File: config.mk
export PLATFORM = sky130hd
export DESIGN_NAME = if_fetch_stage
export DESIGN_NICKNAME = d
export VERILOG_FILES = /design/src/rtl/cpu_pkg.sv /design/src/rtl/if_fetch_stage_next_pc_sel.sv /design/src/rtl/if_fetch_stage.sv
export SDC_FILE = /design/constraint.sdc
export NUM_CORES = 1
export LEC_CHECK = 0
export CORE_MARGIN = 8
export CORE_UTILIZATION = 25
export DETAILED_ROUTE_END_ITERATION = 10
export DONT_BUFFER_PORTS = 1
export GPL_TIMING_DRIVEN = 0
export PLACE_DENSITY = 0.39
export REMOVE_ABC_BUFFERS = 1
export SLEW_MARGIN = 20
export SYNTH_ARGS = -nofsm -noshare
export SYNTH_HDL_FRONTEND = slang
export SYNTH_HIERARCHICAL = 1
export SYNTH_SLANG_ARGS = --single-unit
File: constraint.sdc
create_clock -name CLK -period 7.5 [get_ports CLK]
set_input_delay 1.5 -clock CLK [delete_from_list [all_inputs] [get_ports CLK]]
set_output_delay 1.5 -clock CLK [all_outputs]
set_load 0.01 [all_outputs]
File: src/rtl/cpu_pkg.sv
// Shared CPU definitions: next-PC select encodings, NOP/halt constants, datapath width.
package cpu_pkg;

    localparam int unsigned XLEN = 32;

    typedef enum logic [1:0] {
        PCSRC_SEQ = 2'b00,
        PCSRC_BR  = 2'b01,
        PCSRC_J   = 2'b10,
        PCSRC_JR  = 2'b11
    } pcsrc_e;

    localparam logic [XLEN-1:0] NOP_INS     = 32'h0000_0000;
    localparam logic [5:0]      HALT_OPCODE = 6'b111111;

endpackage

File: src/rtl/if_fetch_stage_next_pc_sel.sv
// Combinational next-PC mux plus legality check (alignment and memory range) of the chosen target.
module next_pc_sel
    import cpu_pkg::*;
#(
    parameter int unsigned MEM_BYTES = 256
) (
    input  logic [XLEN-1:0] pc,
    input  pcsrc_e          pc_src,
    input  logic [XLEN-1:0] imm32,
    input  logic [25:0]     j_addr,
    input  logic [XLEN-1:0] reg_addr,
    input  logic [XLEN-1:0] if_id_pc4,
    output logic [XLEN-1:0] pc_plus4,
    output logic [XLEN-1:0] next_pc,
    output logic            illegal
);

    localparam logic [XLEN-1:0] LAST_PC = XLEN'(MEM_BYTES) - XLEN'(4);

    assign pc_plus4 = pc + XLEN'(4);

    // Branch and jump bases are the ID-stage PC+4, since both resolve in decode.
    always_comb begin
        next_pc = pc_plus4;
        case (pc_src)
            PCSRC_SEQ: next_pc = pc_plus4;
            PCSRC_BR:  next_pc = if_id_pc4 + (imm32 << 2);
            PCSRC_J:   next_pc = {if_id_pc4[31:28], j_addr, 2'b00};
            PCSRC_JR:  next_pc = reg_addr;
            default:   next_pc = pc_plus4;
        endcase
    end

    assign illegal = (next_pc[1:0] != 2'b00) || (next_pc > LAST_PC);

endmodule

File: src/rtl/if_fetch_stage.sv
// Instruction-fetch stage: PC register, next-PC selection and IF/ID pipeline register.
// Optional halt-opcode detection is enabled by defining IF_HALT_DETECT_EN.
module if_fetch_stage
    import cpu_pkg::*;
#(
    parameter logic [31:0]  RESET_PC  = 32'h0000_0000,
    parameter int unsigned  MEM_BYTES = 256
) (
    input  logic        CLK,
    input  logic        Reset,
    input  logic        Stall,
    input  logic [1:0]  PCSrc,
    input  logic [31:0] Imm32,
    input  logic [25:0] JAddr,
    input  logic [31:0] RegAddr,
    output logic [31:0] Iaddr,
    output logic        RW,
    input  logic [31:0] IDataIn,
    output logic [31:0] IF_ID_Ins,
    output logic [31:0] IF_ID_PC4,
    output logic        IF_ID_Valid,
    output logic        Fault
);

    logic [XLEN-1:0] pc;
    logic [XLEN-1:0] pc_plus4;
    logic [XLEN-1:0] next_pc;
    logic            illegal;
    logic            halted;
    pcsrc_e          pc_src;

    assign pc_src = pcsrc_e'(PCSrc);

    next_pc_sel #(
        .MEM_BYTES (MEM_BYTES)
    ) u_next_pc_sel (
        .pc        (pc),
        .pc_src    (pc_src),
        .imm32     (Imm32),
        .j_addr    (JAddr),
        .reg_addr  (RegAddr),
        .if_id_pc4 (IF_ID_PC4),
        .pc_plus4  (pc_plus4),
        .next_pc   (next_pc),
        .illegal   (illegal)
    );

    assign Iaddr = pc;
    assign RW    = ~Reset & ~Fault & ~halted;

    always_ff @(posedge CLK) begin
        if (Reset) begin
            pc          <= RESET_PC;
            IF_ID_Ins   <= NOP_INS;
            IF_ID_PC4   <= '0;
            IF_ID_Valid <= 1'b0;
            Fault       <= 1'b0;
            halted      <= 1'b0;
        end else if (Fault || halted) begin
            IF_ID_Ins   <= NOP_INS;
            IF_ID_Valid <= 1'b0;
        end else if (Stall) begin
            pc          <= pc;
        end else if (illegal) begin
            Fault       <= 1'b1;
            IF_ID_Ins   <= NOP_INS;
            IF_ID_Valid <= 1'b0;
        end else begin
            pc <= next_pc;
            if (pc_src == PCSRC_SEQ) begin
                IF_ID_Ins   <= IDataIn;
                IF_ID_PC4   <= pc_plus4;
                IF_ID_Valid <= 1'b1;
`ifdef IF_HALT_DETECT_EN
                if (IDataIn[31:26] == HALT_OPCODE) begin
                    halted <= 1'b1;
                end
`endif
            end else begin
                // Wrong-path word fetched this cycle is squashed; PC4 keeps the last real value.
                IF_ID_Ins   <= NOP_INS;
                IF_ID_Valid <= 1'b0;
            end
        end
    end

endmodule
==> qor.yml <==
yosysSeqAreaShare_pct: 27.8
die_w_um: 184
p_per_area_mw_per_mm2: 144
synth_ff_type: "dfxtp_1"
fp.dieArea_mm2: 0.0339
setup_viol: 0
cts_root_buffer: "clkbuf_16"
synth_top_area_share_pct: 27.8
synth_cells: 881
dp_hpwl_um: 21900
core_area_mm2: 0.0278
track_usage_pct: 16.6
leakage_nw: 2.62
antenna_found_initial: 0
slew_violations: 0
syn-mean-instance-area_um2: 8.02
slew_headroom_pct: 34.5
skew_ps: 15.3
drt_iter0_drc: 518
drt_pass1_iterations: 5
wire_per_inst_um: 23.6
pin_count: 226
tns_ps: 0
grt_pass1_vias: 6605
vdd_drop_max_uv: 86.5
vias: 6567
outcome: "finished clean"
die_y_um: 184
clk_latency_ps: 370
instances_no_fill: 1225
slowest_delay_ps: 710
finalCritPeriodShare_pct: 91.7
syn_to_final_growth_pct: 8.83
path_delay_family: "simple AND/OR/NAND/NOR gates"
cp-start-kind: "primary input"
switching_share_pct: 28.4
drt_wl_total_um: 28900
tritoncts: "done"
cp_num_buf_inv: 2
postCtsSetupBuffers: 0
fillers: 3096
crit_chain: "ha_1, fa_1, a21o_1, a221oi_1, o21ai_0, xor2_1, mux4_2, nor4_1, nand4_1, nor4bb_1, nand3_1, or3_2, nor3_4, buf_8, buf_8, mux2i_1"
synth_cell_types: 70
cts_resized: 0
finalPower_mw: 1.11
via_per_inst: 5.36
dp_cells: 1210
synth_area_leaders: "dfxtp_1 28%, mux2i_1 6.8%, nand2b_1 6.2%"
port-buffer-count: 0
min_period_ps: 6880
cap_viol_max_count: 0
synth_edf_count: 0
nets: 1001
clkTransAtPathRegs_ps: 80
rows: 61
seqPwrFrac_pct: 46.9
start_util_pct: 25.4
tightest_slew_ps: 983
clockBufferDepth: 2
combPwrFrac_pct: 10.1
yosysTopAreaCell: "dfxtp_1"
clock_power_share_pct: 43.1
cp_data_arrival_time_ps: 7170
drive_above_1_share_pct: 7.08
ys.warnings.count: 6
final_antenna_net_count: 0
critPathRequiredTime_ps: 7790
p_int_mw: 0.796
gp_congestion: 0.857
syn_area_mm2: 0.00707
p_sw_mw: 0.316
ctsHoldBuffers: 0
drc: 0
crit_fanout: 12
rsz0062_at_grt: "no"
grt_overflow_total: 0
cp-end-kind: "register"
cts_buffers: 9
cp_slowest_cell: "or3_2"
crit_top_cell: "buf_8"
diodes: 0
crit_type: "in -> reg"
grt_pass1_wl_um: 42600
hold_viol: 0
ys_ff_latch: 98
cts.sinks: 98
fmax_mhz: 145
async_flop_share_pct: 0
htree_levels: 3
grt_max_degree: 99
hold_path_class: "reg -> reg"
[flip-flops by register name (all words and copies together) (netlist names)]
name / flops
IF_ID_Valid: 1
IF_ID_PC4: 32
Fault: 1
Iaddr: 32
IF_ID_Ins: 32
[power groups by stage]
stage               Clock [mW]  Sequential (mW)  Combinational, mW
floorplan                    0            0.533             0.0807
global placement             0            0.533              0.111
detailed placement           0            0.533              0.111
CTS                      0.501            0.521              0.111
global route             0.520            0.521              0.121
finish                   0.479            0.521              0.112
[cells in the final DEF (no fill, tap or decap), drive strengths merged, types with 5 or more instances in the layout]
| master | n |
|---|---|
| mux4 | 10 |
| a21oi | 72 |
| xnor2 | 25 |
| o21ai | 27 |
| and2 | 6 |
| inv | 18 |
| or2 | 6 |
| mux2i | 48 |
| nand3 | 19 |
| a221oi | 6 |
| o21bai | 5 |
| nand2 | 104 |
| nor2b | 6 |
| buf | 10 |
| nor3 | 18 |
| nor4 | 8 |
| dfxtp | 98 |
| xor2 | 15 |
| nand2b | 70 |
| clkbuf | 9 |
| or3 | 9 |
| o22ai | 5 |
| a22oi | 34 |
| ha | 30 |
| nor2 | 69 |
| a211oi | 12 |
| nand4 | 25 |
| a21o | 12 |
| and3 | 8 |
| o211ai | 5 |
| o21a | 8 |
[synthesized netlist by cell type (3+ instances only)]
master,n
nand2_1,104
dfxtp_1,98
a21oi_1,72
nand2b_1,70
nor2_1,69
mux2i_1,48
clkbuf_1,43
a22oi_1,34
ha_1,30
o21ai_0,27
nand4_1,25
xnor2_1,25
nand3_1,19
nor3_1,17
xor2_1,15
inv_1,14
a21o_1,12
a211oi_1,11
mux4_2,10
or3_1,9
o21a_1,8
and3_1,7
buf_2,7
nor4_1,7
a221oi_1,6
and2_1,6
nor2b_1,6
or2_2,6
buf_4,5
o21bai_1,5
o22ai_1,5
a31oi_1,4
mux2_2,4
o211ai_1,4
a211o_1,3
buf_8,3
nor4b_1,3
[worst paths after layout]
kind,to,from,slack [ps],cells past startpoint
max,IF_ID_PC4[15],Imm32[0],620,16
min,IF_ID_PC4[0],IF_ID_PC4[0],540,2
max reg2reg,IF_ID_PC4[15],IF_ID_PC4[2],1350,16
min reg2reg,IF_ID_PC4[0],IF_ID_PC4[0],540,2
[kinds of logic (layout without fill, tap and decap cells)]
| family | Yosys count | count (layout) | share of synthesized area (%) |
|---|---|---|---|
| adders and majority gates | 31 | 31 | 5.59 |
| AOI/OAI and AO/OA | 219 | 219 | 20.7 |
| buffers and inverters | 73 | 39 | 4.85 |
| DFF | 98 | 98 | 27.8 |
| and+or+nand+nor | 358 | 358 | 25.5 |
| muxes | 62 | 62 | 10.6 |
| xor gates and xnor gates | 40 | 40 | 4.96 |
[worst reg2reg max path: cells and delay by family, from the launching register on]
family / cells / cell delay, ps
simple gates: 6 / 2900
buf+inv: 2 / 400
compound gates: 3 / 860
flops: 1 / 380
fa+ha+maj: 2 / 670
mux: 2 / 690
xor+xnor: 1 / 170
[metrics by stage]
stage / instance area, µm² / utilization, % / hold slack (ps) / setup slack, ps
after global routing: 7690 / 27.7 / 570 / 416
final: 7690 / 27.7 / 542 / 624
after detailed placement: 7410 / 26.7 / 530 / 289
after CTS: 7680 / 27.7 / 550 / 673
after global placement: 7250 / 26.1 / 531 / -1960
after floorplan: 6780 / - / 498 / 896
[metal layers]
layer	global-route usage [%]	wire length, µm	vias up
met5	0	0	-
met4	3.58	348	0
met3	4.37	2160	22
met2	26.9	13300	250
met1	21.7	13000	3170
li1	-	-	3125
[area by class of cell]
| type | instances | area [µm²] | area share (%) |
|---|---|---|---|
| tap | 378 | 473 | 6.15 |
| inverter | 14 | 52.6 | 0.683 |
| sequential | 98 | 1960 | 25.5 |
| clock inverter | 6 | 47.5 | 0.618 |
| multi-input combinational | 710 | 4790 | 62.3 |
| timing repair buffer | 10 | 140 | 1.82 |
| clock buffer | 9 | 225 | 2.93 |
No activity file was read; power rests on OpenSTA's default activity.
